### src/rtl/gs_mem_resp_if.sv
// GS byte-port / external word-port bundle for gs_mem_resp.
// The slave modport is the responder's view; master is the GS core plus memory side.
interface gs_mem_resp_if #(
  parameter int ADDR_W = 21
);
  // GS byte-wide side
  logic [ADDR_W-1:0] addr;
  logic [7:0]        din;
  logic [7:0]        dout;
  logic              rd;
  logic              wr;
  logic              ready;
  // 16-bit req/ack memory side
  logic              mem_req;
  logic              mem_we;
  logic [ADDR_W-2:0] mem_addr;
  logic [1:0]        mem_be;
  logic [15:0]       mem_wdata;
  logic [15:0]       mem_rdata;
  logic              mem_ack;

  modport slave (
    input  addr, din, rd, wr, mem_rdata, mem_ack,
    output dout, ready, mem_req, mem_we, mem_addr, mem_be, mem_wdata
  );

  modport master (
    output addr, din, rd, wr, mem_rdata, mem_ack,
    input  dout, ready, mem_req, mem_we, mem_addr, mem_be, mem_wdata
  );
endinterface

### src/rtl/gs_mem_resp.sv
// General Sound memory responder: converts level-held GS byte reads/writes
// into 16-bit req/ack word transactions, with a one-word write-through read
// cache so sequential byte fetches from the same word avoid a round-trip.
module gs_mem_resp #(
  parameter int ADDR_W = 21
) (
  input  logic          clk_sys,
  input  logic          reset,
  gs_mem_resp_if.slave  bus
);

  localparam int WA_W = ADDR_W - 1;

  typedef enum logic [1:0] {
    S_IDLE,
    S_HIT,
    S_RD,
    S_WR
  } state_t;

  state_t state_q, state_d;

  logic            ready_q,     ready_d;
  logic [7:0]      dout_q,      dout_d;
  logic            mem_req_q,   mem_req_d;
  logic            mem_we_q,    mem_we_d;
  logic [WA_W-1:0] mem_addr_q,  mem_addr_d;
  logic [1:0]      mem_be_q,    mem_be_d;
  logic [15:0]     mem_wdata_q, mem_wdata_d;
  logic [WA_W-1:0] tag_q,       tag_d;
  logic [15:0]     cdata_q,     cdata_d;
  logic            cvalid_q,    cvalid_d;
  logic            served_q,    served_d;
  logic            lane_q,      lane_d;

  logic [WA_W-1:0] req_word;
  logic            req_hit;
  logic            wr_hit;

  assign req_word = bus.addr[ADDR_W-1:1];
  assign req_hit  = cvalid_q && (tag_q == req_word);
  // A write in flight targets mem_addr_q; refresh the cache only if it holds that word.
  assign wr_hit   = cvalid_q && (tag_q == mem_addr_q);

  // Next-state and next-register values for the request FSM.
  always_comb begin
    state_d     = state_q;
    ready_d     = ready_q;
    dout_d      = dout_q;
    mem_req_d   = mem_req_q;
    mem_we_d    = mem_we_q;
    mem_addr_d  = mem_addr_q;
    mem_be_d    = mem_be_q;
    mem_wdata_d = mem_wdata_q;
    tag_d       = tag_q;
    cdata_d     = cdata_q;
    cvalid_d    = cvalid_q;
    served_d    = served_q;
    lane_d      = lane_q;

    // The GS dropping both strobes re-arms acceptance; completion below overrides.
    if (!bus.rd && !bus.wr) begin
      served_d = 1'b0;
    end

    unique case (state_q)
      S_IDLE: begin
        if ((bus.rd || bus.wr) && !served_q) begin
          ready_d = 1'b0;
          lane_d  = bus.addr[0];
          if (bus.wr) begin
            state_d     = S_WR;
            mem_req_d   = 1'b1;
            mem_we_d    = 1'b1;
            mem_addr_d  = req_word;
            mem_be_d    = bus.addr[0] ? 2'b10 : 2'b01;
            mem_wdata_d = {bus.din, bus.din};
          end else if (req_hit) begin
            state_d = S_HIT;
          end else begin
            state_d     = S_RD;
            mem_req_d   = 1'b1;
            mem_we_d    = 1'b0;
            mem_addr_d  = req_word;
            mem_be_d    = 2'b11;
            mem_wdata_d = {bus.din, bus.din};
          end
        end
      end

      S_HIT: begin
        dout_d   = lane_q ? cdata_q[15:8] : cdata_q[7:0];
        ready_d  = 1'b1;
        served_d = 1'b1;
        state_d  = S_IDLE;
      end

      S_RD: begin
        if (bus.mem_ack) begin
          tag_d     = mem_addr_q;
          cdata_d   = bus.mem_rdata;
          cvalid_d  = 1'b1;
          dout_d    = lane_q ? bus.mem_rdata[15:8] : bus.mem_rdata[7:0];
          mem_req_d = 1'b0;
          ready_d   = 1'b1;
          served_d  = 1'b1;
          state_d   = S_IDLE;
        end
      end

      S_WR: begin
        if (bus.mem_ack) begin
          if (wr_hit) begin
            if (lane_q) begin
              cdata_d[15:8] = mem_wdata_q[15:8];
            end else begin
              cdata_d[7:0] = mem_wdata_q[7:0];
            end
          end
          mem_req_d = 1'b0;
          ready_d   = 1'b1;
          served_d  = 1'b1;
          state_d   = S_IDLE;
        end
      end

      default: begin
        state_d = S_IDLE;
      end
    endcase
  end

  // FSM state register.
  always_ff @(posedge clk_sys or posedge reset) begin
    if (reset) begin
      state_q <= S_IDLE;
    end else begin
      state_q <= state_d;
    end
  end

  // Registered outputs, cache and handshake bookkeeping; reset invalidates the cache.
  always_ff @(posedge clk_sys or posedge reset) begin
    if (reset) begin
      ready_q     <= 1'b1;
      dout_q      <= '0;
      mem_req_q   <= 1'b0;
      mem_we_q    <= 1'b0;
      mem_addr_q  <= '0;
      mem_be_q    <= '0;
      mem_wdata_q <= '0;
      tag_q       <= '0;
      cdata_q     <= '0;
      cvalid_q    <= 1'b0;
      served_q    <= 1'b0;
      lane_q      <= 1'b0;
    end else begin
      ready_q     <= ready_d;
      dout_q      <= dout_d;
      mem_req_q   <= mem_req_d;
      mem_we_q    <= mem_we_d;
      mem_addr_q  <= mem_addr_d;
      mem_be_q    <= mem_be_d;
      mem_wdata_q <= mem_wdata_d;
      tag_q       <= tag_d;
      cdata_q     <= cdata_d;
      cvalid_q    <= cvalid_d;
      served_q    <= served_d;
      lane_q      <= lane_d;
    end
  end

  assign bus.ready     = ready_q;
  assign bus.dout      = dout_q;
  assign bus.mem_req   = mem_req_q;
  assign bus.mem_we    = mem_we_q;
  assign bus.mem_addr  = mem_addr_q;
  assign bus.mem_be    = mem_be_q;
  assign bus.mem_wdata = mem_wdata_q;

endmodule

### src/flat_wrapper.sv
// flat-port wrapper written by rule: the top's interface ports become plain ports
module gs_mem_resp_flat 
#(
  parameter int ADDR_W = 21
)
  (clk_sys, reset, bus_addr, bus_din, bus_rd, bus_wr, bus_mem_rdata, bus_mem_ack, bus_dout, bus_ready, bus_mem_req, bus_mem_we, bus_mem_addr, bus_mem_be, bus_mem_wdata);
  gs_mem_resp_if #(.ADDR_W(ADDR_W)) bus_i ();
  input  logic clk_sys;
  input  logic reset;
  input wire logic [$bits(bus_i.addr)-1:0] bus_addr;
  input wire logic [$bits(bus_i.din)-1:0] bus_din;
  input wire logic [$bits(bus_i.rd)-1:0] bus_rd;
  input wire logic [$bits(bus_i.wr)-1:0] bus_wr;
  input wire logic [$bits(bus_i.mem_rdata)-1:0] bus_mem_rdata;
  input wire logic [$bits(bus_i.mem_ack)-1:0] bus_mem_ack;
  output wire logic [$bits(bus_i.dout)-1:0] bus_dout;
  output wire logic [$bits(bus_i.ready)-1:0] bus_ready;
  output wire logic [$bits(bus_i.mem_req)-1:0] bus_mem_req;
  output wire logic [$bits(bus_i.mem_we)-1:0] bus_mem_we;
  output wire logic [$bits(bus_i.mem_addr)-1:0] bus_mem_addr;
  output wire logic [$bits(bus_i.mem_be)-1:0] bus_mem_be;
  output wire logic [$bits(bus_i.mem_wdata)-1:0] bus_mem_wdata;
  assign bus_i.addr = bus_addr;
  assign bus_i.din = bus_din;
  assign bus_i.rd = bus_rd;
  assign bus_i.wr = bus_wr;
  assign bus_i.mem_rdata = bus_mem_rdata;
  assign bus_i.mem_ack = bus_mem_ack;
  assign bus_dout = bus_i.dout;
  assign bus_ready = bus_i.ready;
  assign bus_mem_req = bus_i.mem_req;
  assign bus_mem_we = bus_i.mem_we;
  assign bus_mem_addr = bus_i.mem_addr;
  assign bus_mem_be = bus_i.mem_be;
  assign bus_mem_wdata = bus_i.mem_wdata;
  gs_mem_resp #(.ADDR_W(ADDR_W)) u_core (.clk_sys(clk_sys), .reset(reset), .bus(bus_i));
endmodule
### config.mk
export PLATFORM = sky130hd
export DESIGN_NAME = gs_mem_resp_flat
export DESIGN_NICKNAME = d
export VERILOG_FILES = /design/src/rtl/gs_mem_resp_if.sv /design/src/rtl/gs_mem_resp.sv /design/src/flat_wrapper.sv
export SDC_FILE = /design/constraint.sdc
export NUM_CORES = 1
export LEC_CHECK = 0
export ABC_CLOCK_PERIOD_IN_PS = 4500
export BUFFER_PORTS_ARGS = -buffer_cell sky130_fd_sc_hd__buf_2
export CORE_AREA = 2 2 126 116
export DETAILED_ROUTE_END_ITERATION = 12
export DIE_AREA = 0 0 128 118
export PLACE_DENSITY = 0.57
export REMOVE_ABC_BUFFERS = 1
export SLEW_MARGIN = 20
export SYNTH_ARGS = -nofsm -noshare
export SYNTH_HDL_FRONTEND = slang
export SYNTH_SLANG_ARGS = --single-unit
### constraint.sdc
create_clock -name clk_sys -period 4.5 [get_ports clk_sys]
set_clock_uncertainty 0.05 [all_clocks]
set_input_delay 0 -clock clk_sys [delete_from_list [all_inputs] [get_ports clk_sys]]
set_output_delay 0 -clock clk_sys [all_outputs]
set_load 0.01 [all_outputs]
## Yosys cells after proc, flatten, opt, wreduce, memory -nomap -nowiden

Cells that the tools add are included.

- Add/subtract/negate cells: 0
- Multipliers: 0
- Div/mod/pow operators: 0
- Magnitude comparators: 0
- Equality and inequality tests: 14
- Shift operators: 0
- Muxes and demuxes: 35
- Bitwise logic cells: 0
- Reduce and logical (&&, ||, !) cells: 21

Operators by type and width:

| kind | count |
|---|---|
| two-way mux 16 bit | 5 |
| equality test 20 bit | 2 |
| two-way mux 20 bit | 2 |
| two-way mux 8 bit | 5 |
| one-hot mux 16 bit (2 select lines) | 1 |
| one-hot mux 8 bit (2 select lines) | 1 |
| two-way mux 2 bit | 7 |
| two-way mux 1 bit | 10 |
| AND reduction 5 bit | 2 |
| != test 2 x 1 -> 1 bit, second input constant | 4 |
| != test 2 bit, second input constant | 4 |
| AND reduction 2 bit | 4 |
| one-hot mux 2 bit (3 select lines) | 1 |
| nonzero test 2 bit | 3 |
| equality test 2 bit, second input constant | 2 |
| logical AND 1 bit | 4 |
| one-hot mux 1 bit (2 select lines) | 2 |
| AND reduction 4 bit | 1 |
| logical NOT 1 bit | 3 |
| != test 3 bit, second input constant | 1 |
| one-hot mux 1 bit (3 select lines) | 1 |
| AND reduction 3 bit | 1 |
| equality test 2 x 1 -> 1 bit, second input constant | 1 |
| logical NOT 2 bit | 1 |
| other kinds (2) | 2 |

- Register bits: 90
- Bits in latches: 0
- RAM bits: 0
- ROM bits: 0
- Bits of input ports: 50
- Output and inout bits: 49
- Memories: 0

## Logic depth before layout (Yosys ltp)

- Depth after elaboration: 6
- Depth in mapped cells: 8
- Mapped depth without buffers: 6

## Worst setup path before layout

Ideal clock, no wire load.

- Path kind: register to register
- Start point: reg u_core.mem_addr_q[2], in the netlist u_core.bus.mem_addr[2]
- End point: reg u_core.cdata_q[0]
- Arrival: 1.889 ns
- Data required time: 4.324 ns
- Setup slack: 2.435 ns
- Cell stages (with the launch flop): 7
- Path buffers: 0
- Period minus slack after synthesis: 2.065 ns
- Cells stage by stage: dfrtp_1 xnor2_1 nand4_1 or4_4 a211oi_4 nor2_1 a221o_1

- Cells in the longest elaborated chain, start to end: 4

Ends and longest elaborated chain:

| element | line | RTL |
|---|---|---|
| start, declared | gs_mem_resp.sv:27 | `logic [WA_W-1:0] mem_addr_q, mem_addr_d;` |
| start signal, assigned | gs_mem_resp.sv:162 | `mem_addr_q <= mem_addr_d;` |
| equality test 20 bit | gs_mem_resp.sv:43 | `assign wr_hit = cvalid_q && (tag_q == mem_addr_q);` |
| logical AND 1 bit | gs_mem_resp.sv:43 |  |
| != test 2 x 1 -> 1 bit (no source line) | n/a |  |
| AND reduction 5 bit (no source line) | n/a |  |
| end signal, assigned | gs_mem_resp.sv:166 | `cdata_q <= cdata_d;` |
| end, declared | gs_mem_resp.sv:31 | `logic [15:0] cdata_q, cdata_d;` |

Every way passes these cells.
A chain may end at the register's enable or synchronous reset.

## Final worst setup path

- Start point: reg u_core.tag_q[16]
- End point: reg u_core.mem_be_q[1], in the netlist u_core.bus.mem_be[1]

- Cells in the longest elaborated chain, start to end: 4

Ends and longest elaborated chain:

| element | line | RTL |
|---|---|---|
| start, declared | gs_mem_resp.sv:30 | `logic [WA_W-1:0] tag_q, tag_d;` |
| start signal, assigned | gs_mem_resp.sv:165 | `tag_q <= tag_d;` |
| equality test 20 bit | gs_mem_resp.sv:41 | `assign req_hit = cvalid_q && (tag_q == req_word);` |
| logical AND 1 bit | gs_mem_resp.sv:41 |  |
| != test 2 bit (no source line) | n/a |  |
| AND reduction 3 bit (no source line) | n/a |  |
| end signal, assigned | gs_mem_resp.sv:163 | `mem_be_q <= mem_be_d;` |
| end, declared | gs_mem_resp.sv:28 | `logic [1:0] mem_be_q, mem_be_d;` |

Every way passes these cells.

==> impl_metrics.toml <==
[cts]
h-tree-depth = 3
cts_buffer_depth = 2
clk_pin_slew_ps = 60
cts.repair.resized = 0
cts_tree = "yes"
hold_buffers = 50
cts_sinks = 82
insertion_delay_ps = 340
clock-root-buffer = "clkbuf_16"
post_cts_buffers = 0
cts_buffers = 9

[setup_path]
cp-startpoint = "u_core.tag_q[16]"
worstPathArrival_ps = 3050
rr_worst_depth = 8
cp_max_fo = 18
worstPathRequired_ps = 4670
crit_type = "reg -> reg"
reg2reg_from = "u_core.tag_q[16]"
start_kind = "flop"
timing.reg2reg.setup_slack_ps = 1620
endpoint_kind = "flop"
timing.rr.end = "u_core.bus.mem_be[1]"

[hold_path]
hp-class = "in -> async"

[layout]
synthToLayoutAreaGrowth_pct = 34.94
final_common_cell = "buf_2"
seq_area_um2 = 2053
drive_above_1_share_pct = 30.14
finalNetCount = 546
final_cell_mix = "buf_2, nand2_1, dfrtp_1"
fillCellCount = 1344
insertedDiodeCount = 0
multi_input_area_um2 = 1838

[timing]
tns_ps = 0
worstMarginPinSlew_ps = 760.8
max_freq_ghz = 0.3478
post-route-min-period_ps = 2875
slew_headroom_pct = 49.28
setup_viol = 0
setup_ws_ps = 1625
hold_violations = 0
period_share_pct = 63.90
rsz0062_at_grt = "false"
maxSlewViolCount = 0

[die]
core_area_um2 = 13750
rows = 41
die_h_um = 118
dieWidth_um = 128
start_util_pct = 29.56
pin_count = 99
die_area_um2 = 15100

[synth]
synth.avg_cell_area_um2 = 11.48
postSynthCellCount = 354
yosys_warnings = 0
synth-seq-area-share_pct = 50.52
synthArstFlopShare_pct = 100.0
yosysUniqueCellTypes = 40
synth_edf_count = 0
synth_top_flop_cell = "dfrtp_1"
synth_area_um2 = 4064
ys_ff_latch = 82

[power]
p_leak_nw = 2.532
power.density_nw_per_um2 = 685.8
ir_drop_mv = 0.2560

[placement]
preCtsSetupSlack_ps = 1848
globalplace.congestion = 0.7482
hpwl_um = 7425
port_buffers = 98

[drt]
final_antenna_net_count = 0
avgViaCountPerCell = 4.694
wl_per_cell_um = 15.97
drc = 0
vias = 3159
first_pass_iters = 4
routed_wl_um = 10750
drt_iter0_drc = 193

[run_status]
outcome = "completed"

[grt]
antenna_found_initial = 0
grt_overflow = 0
grt.total_usage_pct = 14.96
grt_max_degree = 83
grt_pass1_vias = 3315
grt_first_pass_wirelength_um = 17600

[flow_run]
cap_violations = 0
==> logic make-up (layout without fill, tap and decap cells) <==
kind of cell / after synthesis / in the layout / share of synthesized area (%)
AND/OR/NAND/NOR: 131 / 131 / 14.99
multiplexers: 45 / 45 / 14.66
XOR/XNOR: 40 / 40 / 8.621
flip-flops: 82 / 82 / 50.52
buffers and inverters: 27 / 174 / 4.433
AO/OA/AOI/OAI: 29 / 29 / 6.774
==> critical path: stages, from the launching register on <==
cell and delay [ps]:
dfrtp_1 410, xor2_1 170, nor4_1 370, nand3_1 180
nor4_4 370, a21oi_4 240, buf_16 230, o22a_1 190
dlygate4sd3_1 540
==> worst max path at each step <==
stage | endpoint | slack [ps] | cells after the start
after floorplan | u_core.bus.dout[0] | 1930 | 4
after detailed placement | u_core.bus.mem_wdata[9] | 1850 | 3
after global placement | u_core.bus.mem_wdata[9] | 1920 | 3
final | u_core.bus.mem_be[1] | 1620 | 8
after CTS | u_core.bus.mem_be[1] | 1540 | 4
after global routing | u_core.bus.mem_be[1] | 1510 | 8
==> final cells by class <==
class                           instances  area share [%]
Inverter                                5          0.3650
Clock buffer                           11           4.609
Sequential cell                        82           37.44
Timing Repair Buffer                  153           19.19
Multi-Input combinational cell        245           33.52
Tap cell                              172           3.924
Clock inverter                          5          0.9582
==> registers in the layout, indices dropped and copies added (netlist names) <==
name / flops
u_core.bus.dout: 8
u_core.bus.mem_addr: 20
u_core.bus.mem_be: 2
u_core.bus.mem_req: 1
u_core.bus.mem_wdata: 8
u_core.bus.mem_we: 1
u_core.bus.ready: 1
u_core.cdata_q: 16
u_core.cvalid_q: 1
u_core.lane_q: 1
u_core.served_q: 1
u_core.state_q: 2
u_core.tag_q: 20
==> metal layers <==
| layer | routed length, µm | GRT usage, % | vias up | part of all wire [%] |
|---|---|---|---|---|
| li1 | - | - | 1509 | - |
| met3 | 580 | 3.636 | 10 | 5.4 |
| met1 | 4968 | 20.06 | 1547 | 46 |
| met4 | 104 | 4.258 | 0 | 0.97 |
| met5 | 0 | 0 | - | 0 |
| met2 | 5096 | 24.03 | 93 | 47 |
==> stage by stage <==
step / cell area (µm²) / std cells / hold slack, ps / utilization, % / total power [mW]
after detailed placement: 4647 / 606 / 173.3 / 33.80 / 2.983
after global placement: 4647 / 606 / 168.6 / 33.80 / 2.915
after floorplan: 3902 / 332 / 34.95 / - / 2.407
after CTS: 5453 / 672 / 362.3 / 39.66 / 3.787
final: 5484 / 673 / 363.4 / 39.89 / 3.761
after global routing: 5484 / 673 / 388.5 / 39.89 / 4.047
==> synth_stat cells (2+ instances only) <==
library cell / count / area (µm²)
nand2_1: 84 / 315.3
o21ai_0: 4 / 20.02
a221o_1: 16 / 160.2
mux2_2: 10 / 112.6
buf_2: 5 / 25.02
inv_1: 5 / 18.77
mux2_1: 26 / 292.8
clkbuf_1: 4 / 15.01
xor2_1: 16 / 140.1
nand4_1: 9 / 56.30
mux4_2: 8 / 180.2
buf_6: 3 / 33.78
nand3_1: 3 / 15.01
clkbuf_8: 2 / 27.53
a211oi_4: 2 / 40.04
nor4_1: 5 / 31.28
dfrtp_1: 81 / 2027
nor2_1: 18 / 67.56
xnor2_1: 24 / 210.2
buf_4: 8 / 60.06
nand3_2: 2 / 20.02
==> power by group <==
part	total [mW]	leakage, nW	switching, mW	internal, mW
clock	0.752	0.151	0.295	0.457
combinational	1.54	1.39	0.757	0.785
sequential	1.47	0.992	0.370	1.10
Power figures use the tool's default switching activity.
